## src/rtl/wb_stage_buf.sv

```systemverilog
// Two-entry write-back skid buffer (MAIN head + SKID): 1-cycle accept-to-wb latency, 1 entry/cycle.
// in_ready = !SKID.valid, registered only; rdy low freezes all state. Optional retire_cnt behind WB_PERF_CNT_EN.
module wb_stage_buf #(
  parameter int DATA_W = 32,
  parameter int ADDR_W = 5
) (
  input  logic              clk,
  input  logic              rst,
  input  logic              rdy,
  input  logic              flush,
  input  logic              in_valid,
  output logic              in_ready,
  input  logic              in_we,
  input  logic [ADDR_W-1:0] in_waddr,
  input  logic [DATA_W-1:0] in_wdata,
  input  logic              out_ready,
  output logic              out_valid,
  output logic              wb_we,
  output logic [ADDR_W-1:0] wb_waddr,
  output logic [DATA_W-1:0] wb_wdata
`ifdef WB_PERF_CNT_EN
  ,
  output logic [31:0]       retire_cnt
`endif
);

  typedef struct packed {
    logic              we;
    logic [ADDR_W-1:0] waddr;
    logic [DATA_W-1:0] wdata;
  } ent_t;

  typedef enum logic [1:0] {
    EMPTY = 2'd0,
    ONE   = 2'd1,
    FULL  = 2'd2
  } occ_e;

  occ_e state_q, state_d;
  ent_t main_q, main_d;
  ent_t skid_q, skid_d;
  ent_t cap_ent;
  logic accept;
  logic pop;

  assign in_ready  = (state_q != FULL);
  assign out_valid = (state_q != EMPTY);
  assign accept    = in_valid & in_ready & rdy & ~flush;
  assign pop       = out_valid & out_ready & rdy;

  // Writes to x0 are dropped at capture so the register file never sees them.
  always_comb begin
    cap_ent.we    = in_we & (in_waddr != '0);
    cap_ent.waddr = in_waddr;
    cap_ent.wdata = in_wdata;
  end

  always_comb begin
    state_d = state_q;
    main_d  = main_q;
    skid_d  = skid_q;
    if (rdy) begin
      if (flush) begin
        state_d = EMPTY;
        main_d  = '0;
        skid_d  = '0;
      end else begin
        case (state_q)
          EMPTY: begin
            if (accept) begin
              main_d  = cap_ent;
              state_d = ONE;
            end
          end
          ONE: begin
            if (pop && accept) begin
              main_d = cap_ent;
            end else if (pop) begin
              main_d  = '0;
              state_d = EMPTY;
            end else if (accept) begin
              skid_d  = cap_ent;
              state_d = FULL;
            end
          end
          FULL: begin
            // in_ready is low here, so only a pop can move state.
            if (pop) begin
              main_d  = skid_q;
              skid_d  = '0;
              state_d = ONE;
            end
          end
          default: begin
            state_d = EMPTY;
            main_d  = '0;
            skid_d  = '0;
          end
        endcase
      end
    end
  end

  always_ff @(posedge clk) begin
    if (rst) begin
      state_q <= EMPTY;
      main_q  <= '0;
      skid_q  <= '0;
    end else begin
      state_q <= state_d;
      main_q  <= main_d;
      skid_q  <= skid_d;
    end
  end

  assign wb_we    = out_valid & main_q.we;
  assign wb_waddr = out_valid ? main_q.waddr : '0;
  assign wb_wdata = out_valid ? main_q.wdata : '0;

`ifdef WB_PERF_CNT_EN
  logic [31:0] retire_cnt_q, retire_cnt_d;

  always_comb begin
    retire_cnt_d = retire_cnt_q;
    if (pop && wb_we) begin
      retire_cnt_d = retire_cnt_q + 32'd1;
    end
  end

  always_ff @(posedge clk) begin
    if (rst) begin
      retire_cnt_q <= '0;
    end else begin
      retire_cnt_q <= retire_cnt_d;
    end
  end

  assign retire_cnt = retire_cnt_q;
`else
  // No retirement counter in this build.
`endif

endmodule
```

## config.mk

```make
export PLATFORM = sky130hd
export DESIGN_NAME = wb_stage_buf
export DESIGN_NICKNAME = d
export VERILOG_FILES = /design/src/rtl/wb_stage_buf.sv
export SDC_FILE = /design/constraint.sdc
export NUM_CORES = 1
export LEC_CHECK = 0
export BUFFER_PORTS_ARGS = -buffer_cell sky130_fd_sc_hd__buf_2
export CAP_MARGIN = 20
export CORE_ASPECT_RATIO = 0.8
export CORE_MARGIN = 2
export CORE_UTILIZATION = 55
export DETAILED_ROUTE_END_ITERATION = 10
export GPL_ROUTABILITY_DRIVEN = 0
export PLACE_DENSITY = 0.82
export SYNTH_ARGS = -nofsm -noshare
export SYNTH_HDL_FRONTEND = slang
export SYNTH_SLANG_ARGS = --single-unit
```

## constraint.sdc

```tcl
create_clock -name clk -period 1.8 [get_ports clk]
set_clock_uncertainty 0.15 [all_clocks]
set_input_delay 0.09 -clock clk [delete_from_list [all_inputs] [get_ports clk]]
set_output_delay 0.09 -clock clk [all_outputs]
set_load 0.05 [all_outputs]
```

# Word-level counts from Yosys, hierarchy flattened
# Index checks and enable logic that the tools add are counted.
# word_totals
inputBits,44
wordCells,52
reg_bits,78
out_inout_bits,40
# classes
mux,19
reduce_logical,7
bitwise,8
n_eq_ne,11
# ops
operator,n
2-to-1 mux 38 bit,8
case mux 38 bit (3 select lines),2
2-to-1 mux 32 bit,1
inequality test 3 bit (second input constant),5
2-to-1 mux 2 bit,6
inequality test 4 bit (second input constant),2
bitwise AND 1 bit,7
case mux 2 bit (3 select lines),1
AND reduction 6 bit,1
2-to-1 mux 5 bit,1
AND reduction 5 bit,1
nonzero test 5 bit,1
inequality test 2 bit (second input constant),2
AND reduction 4 bit,1
equality test 2 x 1 -> 1 bit (second input constant),1
equality test 2 bit (second input constant),1
zero test 2 bit,1
nonzero test 2 bit,1
logical AND 1 bit,1
NOT 1 bit,1

# Depth between registers and ports, before layout
# Gate-level depths: netlist of the first run.
# logic_depth
depth_word,9
mapped_depth,8
ltp_nobuf,5

# Worst setup path after synthesis of the first run
# OpenSTA, ideal clock, no wires.
# synth_timing
kind,register to output
start,register state_q[1]
end,output wb_wdata[22]
t_required_ns,1.560
path_slack_ns,-0.117
stages_incl_launch_ff,5
arrival_time_ns,1.677
path_cell_list,dfxtp_1 > buf_2 > or2_2 > clkbuf_1 > and2_1
# synth_via
elab_chain_len,2
# synth_rtl
item,line,rtl
"start, declared",39,"occ_e state_q, state_d;"
"start signal, assigned",110,state_q <= state_d;
nonzero test 2 bit,47,assign out_valid = (state_q != EMPTY);
net out_valid,17,"output logic out_valid,"
2-to-1 mux 32 bit,118,assign wb_wdata = out_valid ? main_q.wdata : '0;
"end, declared",20,output logic [DATA_W-1:0] wb_wdata
# The timed path passes the listed nets, and every way through them passes these cells.

# Worst setup path after layout of the first run
# layout_timing
start,register state_q[0]
end,output wb_wdata[9]
# layout_via
elab_chain_len,2
# layout_rtl
item,line
nonzero test 2 bit,47
2-to-1 mux 32 bit,118
# Every way passes these cells.

==> summary.md, run 1 <==
| Metric | Value |
|---|---|
| Status | finished, final reports clean |
| Hold Startpoint | rst |
| Async set-reset flop share out of synthesis | 0 |
| Cell Count, Final, Fillers Out | 666 |
| Yosys warnings | 0 |
| Post-synth cell types | 31 |
| Row count | 27 |
| Initial antenna violation count | 0 |
| Num CTS Buffers | 9 |
| Reg-to-Reg Start | state_q[0] |
| Synth area leader | dfxtp_1 |
| Die Ht | 79.6 µm |
| Area after DPL | 4480 µm² |
| Post-Synthesis Net Count | 506 |
| PortBufs | 83 |
| Via Count | 3,916 |
| Dpl ws | 0.0678 ns |
| Required time of the critical path | 1.56 ns |
| Synth Area in Adders | 0 |
| Synth area leaders | dfxtp_1 (40%), mux2i_1 (9.9%), o2bb2ai_1 (8.2%), a22oi_1 (7.1%), and2_1 (6.2%) |
| Critical Path Max Stage Delay | 0.38 ns |
| Hold WS | 0.0782 ns |
| Critical R2R Capture | main_q[37] |
| Crit path from | state_q[0] |
| Post-synth top cells | dfxtp_1 (78), a21oi_1 (42), nor2_1 (42) |
| Pwr Density | 769 nW/µm² |
| Worst Hold Class | in -> reg |
| Critical-path maximum fanout | 18 |
| Max cap viols | 0 |
| Area grow syn2layout | 37.6% |
| Routed WL | 11.4 mm |
| Fmax | 559 MHz |
| Routed vias/inst | 5.88 |
| Root Driver | clkbuf_8 |
| Clock Sinks | 78 |
| Synth Area in Simple Gates | 0.209 |
| Crit path cell chain | or2_4 -> buf_12 -> and2_1 -> buf_6 |
| Peak VDD IR | 0.546 mV |
| Clock-pin slew on the worst setup and hold paths | 0.08 ns |
| Starting DRC count in detailed routing | 289 |
| Post-synthesis mux area share | 0.0993 |
| Routed Antenna Nets | 0 |
| Avg Inst Size Synth | 8.51 µm² |
| Hold Fails Final Rpt | 0 |
| Register area share after synthesis | 0.397 |
| Global-route wire length before repair | 17.4 mm |
| Placed cell count | 606 |
| Clock tree from TritonCTS | built |
| Worst Hold Depth | 3 |
| Startpoint Class | flop |
| Final setup viols | 0 |
| Wire length per cell | 17.1 µm |
| Clock latency on the worst-skew pair | 0.35 ns |
| Core Box Area | 6890 µm² |
| Total GRT Usage | 0.276 |
| Yosys reg bits | 78 |
| H-tree depth | 3 |
| Final slew viol count | 0 |
| Worst Slack Setup Final | 0.00952 ns |
| Synth Area in Compound Gates | 0.225 |
| Critical path arrival | 1.55 ns |
| Worst R2R Path Depth | 7 |
| DR pass1 iterations | 5 |
| Tcrit/Tclk final | 0.995 |
| Slowest cell on crit path | dfxtp_4 |
| Initial Utilization | 0.571 |
| Endpoint class of the critical path | output pin |
| Ys flop type | dfxtp_1 |
| # IOs | 84 |
| Flop2flop setup slack | 0.05 ns |
| Worst-margin pin slew | 0.393 ns |
| Area of the mapped netlist | 3930 µm² |
| Syn Inst Count | 462 |
| Min-Delay Endpoint | main_q[24] |
| Share of cells above drive strength 1 | 0.247 |
| # fillers | 468 |
| Most frequent cell after synthesis | dfxtp_1 |
| RSZ-0062 raised after global routing | yes |
| Slew margin rel. | 0.735 |
| Die span in x | 98.5 µm |
| Die area | 7850 µm² |
| Post-layout power | 4.16 mW |
| N_diodes | 0 |
| Vias in the first global route | 3,695 |
| Final Cell Area | 5410 µm² |
| Number of flops mapped to enable cells by yosys | 0 |
| Min Clock Period, post-route | 1.79 ns |
| Final nets | 618 |
| Synth top area share | 0.397 |
| Kind of critical path | reg -> out |
| Clk buf depth | 2 |
| Main combinational cell family by area after synthesis | compound AO/OA/AOI/OAI gates |
| DRC Markers | 0 |
| Leak | 2.05 nW |
| Xor/xnor share of the synthesized area | 0 |
| Largest net degree at the start of global routing | 79 |
| DP HPWL | 6.28 mm |
| Total gr overflow | 0 |
## routing by layer
metal,global-route usage,wire length (µm)
met1,0.332,4730
met2,0.495,5690
met3,0.0639,763
met4,0.0781,191
met5,0,0
## metrics by stage
step | util | TNS, ns
final | 0.785 | 0
after global routing | 0.785 | -0.276
after CTS | 0.761 | 0
after detailed placement | 0.650 | 0
after global placement | 0.650 | 0
after floorplan | - | 0
## power breakdown
part	switching, mW	internal [mW]	leakage, nW
Sequential	0.0244	1.76	0.632
Clock	0.650	0.972	0.129
Combinational	0.430	0.330	1.29
## worst max-delay path: cells and delay by family (launching register included)
kind	cells	cell delay (ns)
flops	1	0.38
buf+inv	2	0.33
simple gates	2	0.49
## flip-flops by register name (all words and copies together) (netlist names)
register and flops:
state_q 2, skid_q 38, main_q 38
## logic make-up (layout without fill, tap and decap cells)
kind of cell / after synthesis / in the layout
simple gates: 169 / 169
compound gates: 127 / 127
flops: 78 / 78
mux: 39 / 39
buf+inv: 49 / 166
## cell usage in the layout, fill, tap and decap left out, types with 16 or more instances in the layout
| master | n |
|---|---|
| buf_4 | 16 |
| nor2_1 | 42 |
| and2_1 | 34 |
| nand2_1 | 40 |
| buf_6 | 35 |
| dfxtp_1 | 76 |
| a22oi_1 | 37 |
| nand3_1 | 37 |
| dlygate4sd3_1 | 38 |
| o2bb2ai_1 | 37 |
| buf_2 | 49 |
| mux2i_1 | 38 |
| a21oi_1 | 42 |
## cell type report
| class | count | area, µm² | share of cell area |
|---|---|---|---|
| sequential | 78 | 1570 | 0.290 |
| clock inverter | 2 | 60.1 | 0.0111 |
| clock buffer | 14 | 193 | 0.0356 |
| tap | 87 | 109 | 0.0201 |
| timing repair buffer | 148 | 1330 | 0.246 |
| multi-input combinational | 335 | 2140 | 0.396 |
| inverter | 2 | 7.51 | 0.00139 |
## worst max-delay path by stage
stage                        to  cells after the start
finish              wb_wdata[9]                      4
global route        wb_wdata[9]                      4
CTS                 wb_wdata[8]                      4
detailed placement   main_q[10]                      6
global placement      main_q[1]                      6
floorplan            main_q[22]                      8
## repair_timing
item	in CTS	in global routing
cloned	0	2
resized for setup	47	31
buffers inserted	0	4
setup endpoints to repair	34	62
hold endpoints to repair	68	0
pin swaps	0	1
hold buffers	38	0
(Power assumes the default switching activity.)
==> inputs of run 2 (changes only) <==
Settings changed: ABC_AREA from default to 1, REMOVE_ABC_BUFFERS from default to 1.
==> run 2 against run 1 <==
  * Cell area down 4.0%
  * Clock-buffer cell count down 4
  * Non-clock buffer count down 37
  * Worst setup slack better by 0.023 ns
  * Register-to-register slack better by 0.02 ns
  * Sequential share of layout area up 1.1 points
  * Via count up 20%
  * Final cell count up 38%
  * Global-route usage down 0.78 points
  * Area after synthesis up 9.8%
  * Clock power down 15%
  * Critical path type unchanged
  * Critical endpoint is now out_valid
  * Highest routed layer unchanged
==> summary.md, run 2 <==
| Metric | Value |
|---|---|
| Clk buf depth | 2 |
| Worst Slack Setup Final | 0.0322 ns |
| Synth Area in Simple Gates | 0.293 |
| Crit path cell chain | buf_6 -> nor2_4 -> buf_8 -> inv_2 -> buf_12 -> buf_12 |
| Wire length per cell | 12.8 µm |
| Critical path arrival | 1.53 ns |
| # IOs | 84 |
| Async set-reset flop share out of synthesis | 0 |
| Max cap viols | 0 |
| Register area | 1560 µm² |
| Status | finished, final reports clean |
| Leak | 2.49 nW |
| Initial Utilization | 0.576 |
| DRC Markers | 0 |
| Core Box Area | 7500 µm² |
| Via Count | 4,705 |
| Final slew viol count | 0 |
| Critical Path Most Common Cell | buf_12 |
| Required time of the critical path | 1.56 ns |
| DP HPWL | 7.55 mm |
| Worst Hold Class | in -> reg |
| Total GRT Usage | 0.268 |
| Kind of critical path | reg -> out |
| Post-synth top cells | nand2_1 (199), nor2_1 (119), inv_1 (118) |
| Fmax | 566 MHz |
| Xor/xnor share of the synthesized area | 0 |
| Routed WL | 11.8 mm |
| Levels on crit path | 6 |
| Number of flops mapped to enable cells by yosys | 0 |
| Vias in the first global route | 4,339 |
| Post-synthesis mux area share | 0 |
| Buf/Inv on CP | 5 |
| Top delay family on crit path | buffers and inverters |
| Routed Antenna Nets | 0 |
| Worst-margin pin slew | 0.462 ns |
| Row count | 28 |
| Most frequent cells in the layout | nand2_1 (199), inv_1 (118), nor2_1 (118) |
| Tcrit/Tclk final | 0.982 |
| Clock-pin slew on the worst setup and hold paths | 0.09 ns |
| Num CTS Buffers | 9 |
| Most frequent cell after synthesis | nand2_1 |
| Clock Sinks | 78 |
| Hold Fails Final Rpt | 0 |
| Share of cells above drive strength 1 | 0.174 |
| Starting DRC count in detailed routing | 264 |
| Area of the mapped netlist | 4320 µm² |
| Final nets | 856 |
| Root Driver | clkbuf_8 |
| Die area | 8580 µm² |
| Yosys warnings | 0 |
| RSZ-0062 raised after global routing | no |
| Clock tree from TritonCTS | built |
| Area grow syn2layout | 20.4% |
| Register area share after synthesis | 0.362 |
| Avg Inst Size Synth | 5.87 µm² |
| Synth Area in Compound Gates | 0.185 |
| Global-route wire length before repair | 18.7 mm |
| # fillers | 676 |
| Critical-path maximum fanout | 25 |
| Slowest cell on crit path | dfxtp_2 |
| Total gr overflow | 0 |
| Post-synth cell types | 21 |
| Pwr Density | 870 nW/µm² |
| Critical Path Max Stage Delay | 0.34 ns |
| Synth top area share | 0.362 |
| Initial antenna violation count | 0 |
| Synth area leaders | dfxtp_1 (36%), nand2_1 (17%), nor2_1 (10%), inv_1 (10%), a21oi_1 (8.9%) |
| Post-layout power | 4.52 mW |
| Peak VDD IR | 0.582 mV |
| Top Registers | main_q (38), skid_q (38), state_q (2) |
| Largest net degree at the start of global routing | 41 |
| Endpoint class of the critical path | output pin |
| N_diodes | 0 |
| Routed vias/inst | 5.10 |
| Die Ht | 83.3 µm |
| Syn Inst Count | 735 |
| Final setup viols | 0 |
| Main combinational cell family by area after synthesis | simple AND/OR/NAND/NOR gates |
| Synth area leader | dfxtp_1 |
| Worst Hold Depth | 5 |
| Synth Area in Adders | 0 |
| Slew margin rel. | 0.689 |
| Die span in x | 103 µm |
| Hold buffer count at cts | 0 |
| Clock latency on the worst-skew pair | 0.36 ns |
| Worst R2R Path Depth | 10 |
| Min Clock Period, post-route | 1.77 ns |
| Ys flop type | dfxtp_1 |
| DR pass1 iterations | 4 |
| H-tree depth | 3 |
| Dpl ws | 0.0878 ns |
| Startpoint Class | flop |
| Commonest non-fill, non-tap cell in the layout | nand2_1 |
| PortBufs | 83 |
| Yosys reg bits | 78 |
| Multi-input gate area | 2090 µm² |
-- run 2: layout make-up --
cell class              instances  area share
repair buffers                111       0.142
clock buffers                  10      0.0265
multi-input cells             487       0.401
flip-flops and latches         78       0.301
well taps                     105      0.0253
clock inverters                 6      0.0135
inverters                     125      0.0903
-- run 2: repair_timing --
item,in CTS,in global routing
buffers inserted,0,2
pin swaps,0,1
cloned,0,1
gates resized for setup,4,28
endpoints found under the setup margin,29,63
-- run 2: worst min-delay path, delay by kind of cell --
kind                   cells  cell delay (ns)
buffers and inverters      2             0.15
AO/OA/AOI/OAI              1             0.13
AND/OR/NAND/NOR            2             0.11
-- run 2: kinds of logic (layout without fill, tap and decap cells) --
family | count (synthesis) | count (layout)
compound gates | 157 | 157
simple gates | 330 | 330
flops | 78 | 78
buf+inv | 170 | 252
-- run 2: layer usage --
layer	vias up	part of all wire	track usage
li1	2378	-	-
met1	2122	0.44	0.325
met2	183	0.48	0.450
met3	22	0.065	0.0648
met4	0	0.018	0.108
met5	-	0	0
-- run 2: where the power goes --
group | switching (mW) | internal [mW]
Combinational | 0.797 | 0.424
Sequential | 0.0711 | 1.86
Clock | 0.688 | 0.685
-- run 2: final timing paths --
| check | startpoint | slack, ns | to |
|---|---|---|---|
| max | state_q[0] | 0.03 | out_valid |
| min | in_wdata[31] | 0.005 | skid_q[31] |
| max reg2reg | state_q[0] | 0.07 | main_q[19] |
| min reg2reg | skid_q[29] | 0.31 | skid_q[29] |
-- run 2: stage by stage --
stage | instance area (µm²) | util | setup TNS [ns] | instances | hold slack (ns)
2_1_floorplan | 4090 | - | -85.39 | 690 | 0.00907
3_3_place_gp | 4890 | 0.652 | 0 | 903 | 0.290
3_5_place_dp | 4890 | 0.652 | 0 | 903 | 0.297
4_1_cts | 5110 | 0.681 | -0.0131 | 919 | 0.00181
5_1_grt | 5200 | 0.693 | 0 | 922 | 0.0215
6_report | 5200 | 0.693 | 0 | 922 | 0.00470
==> inputs of run 3 (changes only) <==
Settings changed: CORE_UTILIZATION 55 to 56, PLACE_DENSITY 0.82 to 0.83.
==> run 3 against run 2 <==
  * Combinational power decreased by 5%
  * Critical endpoint unchanged
  * Largest power group unchanged
  * Critical path depth decreased by 1
  * Largest cell class unchanged
  * Global-route usage decreased by 0.79 points
  * Via count decreased by 3.4%
  * Worst hold slack improved by 0.0054 ns
==> summary.md, run 3 (synthesis results as in run 2) <==
| Metric | Value |
|---|---|
| Status | finished, final reports clean |
| Core Box Area | 7430 µm² |
| Min Clock Period, post-route | 1.74 ns |
| Vias in the first global route | 4,054 |
| Critical Path Max Stage Delay | 0.37 ns |
| Hold WS | 0.0101 ns |
| # fillers | 696 |
| Die span in x | 102 µm |
| Row count | 28 |
| Total GRT Usage | 0.260 |
| H-tree depth | 3 |
| Top Registers | main_q (38), skid_q (38), state_q (2) |
| Crit path cell chain | nor2_4 -> buf_12 -> inv_2 -> buf_12 -> buf_4 |
| # IOs | 84 |
| Clock latency on the worst-skew pair | 0.35 ns |
| DR pass1 iterations | 5 |
| Worst Slack Setup Final | 0.0553 ns |
| Routed Antenna Nets | 0 |
| Sequential Power Share | 0.443 |
| Via Count | 4,547 |
| Switching share of power | 0.337 |
| DRC Markers | 0 |
| DP HPWL | 7.05 mm |
| Leak | 2.45 nW |
| Hold Fails Final Rpt | 0 |
| Critical Path Most Common Cell | buf_12 |
| Sw Pwr | 1.47 mW |
| Final slew viol count | 0 |
| Commonest non-fill, non-tap cell in the layout | nand2_1 |
| Starting DRC count in detailed routing | 298 |
| Multi-input gate area | 2100 µm² |
| Area grow syn2layout | 18.8% |
| Worst-margin pin slew | 0.374 ns |
| PortBufs | 83 |
| Area after DPL | 4900 µm² |
| Fmax | 573 MHz |
| Final Cell Area | 5130 µm² |
| RSZ-0062 raised after global routing | yes |
| Clock Sinks | 78 |
| Share of cells above drive strength 1 | 0.170 |
| Combinational power share | 0.265 |
| Clk buf depth | 2 |
| Wire length per cell | 11.8 µm |
| Kind of critical path | reg -> out |
| Pwr Density | 849 nW/µm² |
| Critical-path maximum fanout | 25 |
| Tcrit/Tclk final | 0.969 |
| Cell Count, Final, Fillers Out | 916 |
| Dpl ws | -0.0918 ns |
| Clock tree from TritonCTS | built |
| Slowest cell on crit path | dfxtp_2 |
| Flop2flop setup slack | 0.07 ns |
| Register area | 1560 µm² |
| Placed cell count | 900 |
| Root Driver | clkbuf_8 |
| Global-route wire length before repair | 17.6 mm |
| N_diodes | 0 |
| Initial antenna violation count | 0 |
| Final nets | 850 |
| Num CTS Buffers | 9 |
| Total gr overflow | 0 |
| Critical path arrival | 1.50 ns |
| Post-layout power | 4.35 mW |
| Routed vias/inst | 4.96 |
| Endpoint class of the critical path | output pin |
| Fin Setup TNS | 0 ns |
| Post-layout util | 0.691 |
| Max cap viols | 0 |
| Peak VDD IR | 0.554 mV |
| Clock Power Share | 0.292 |
| Final setup viols | 0 |
| Startpoint Class | flop |
| Initial Utilization | 0.581 |
| Die area | 8430 µm² |
| Pint | 2.89 mW |
| Clock-pin slew on the worst setup and hold paths | 0.08 ns |
| Required time of the critical path | 1.56 ns |
| Slew margin rel. | 0.751 |
| Routed WL | 10.8 mm |
| Most frequent cells in the layout | nand2_1 (198), inv_1 (118), nor2_1 (117) |
| Die Ht | 82.5 µm |
| Worst Hold Class | in -> reg |
| Largest net degree at the start of global routing | 41 |
==> run 3: timing repair <==
item                                    CTS  global route
setup buffers                             0             0
endpoints found under the hold margin     0             0
endpoints found under the setup margin   33            45
gates resized for setup                   8             6
hold buffers                              0             0
==> run 3: routing by layer <==
layer  share of wire  GRT usage  up-vias
li1                -          -     2363
met1            0.45      0.317     1986
met2            0.46      0.453      174
met3           0.071     0.0522       24
met4           0.021      0.107        0
met5               0          0        -
==> run 3: final cells by class <==
cell class,instances,share of cell area
Inverter,125,0.0915
Clock buffer,12,0.0263
Multi-Input combinational cell,487,0.410
Timing Repair Buffer,105,0.132
Tap cell,105,0.0256
Sequential cell,78,0.305
Clock inverter,4,0.00927
==> run 3: worst paths after layout <==
kind | to | cells past startpoint | start
worst min register to register | skid_q[33] | 2 | skid_q[33]
worst max-delay path | out_valid | 5 | state_q[1]
worst max register to register | main_q[19] | 8 | state_q[1]
worst min-delay path | skid_q[31] | 5 | in_wdata[31]
==> run 3: power groups by stage <==
stage	Clock [mW]	Combinational [mW]	Sequential, mW
finish	1.27	1.16	1.93
global route	1.35	1.28	1.94
CTS	1.28	1.14	1.93
detailed placement	0	1.12	1.96
global placement	0	1.08	1.96
floorplan	0	0.723	1.95
==> run 3: worst max-delay path, delay by kind of cell (launching register included) <==
| family | cells | cell delay [ns] |
|---|---|---|
| buffers and inverters | 4 | 0.61 |
| flip-flops | 1 | 0.37 |
| AND/OR/NAND/NOR | 1 | 0.16 |
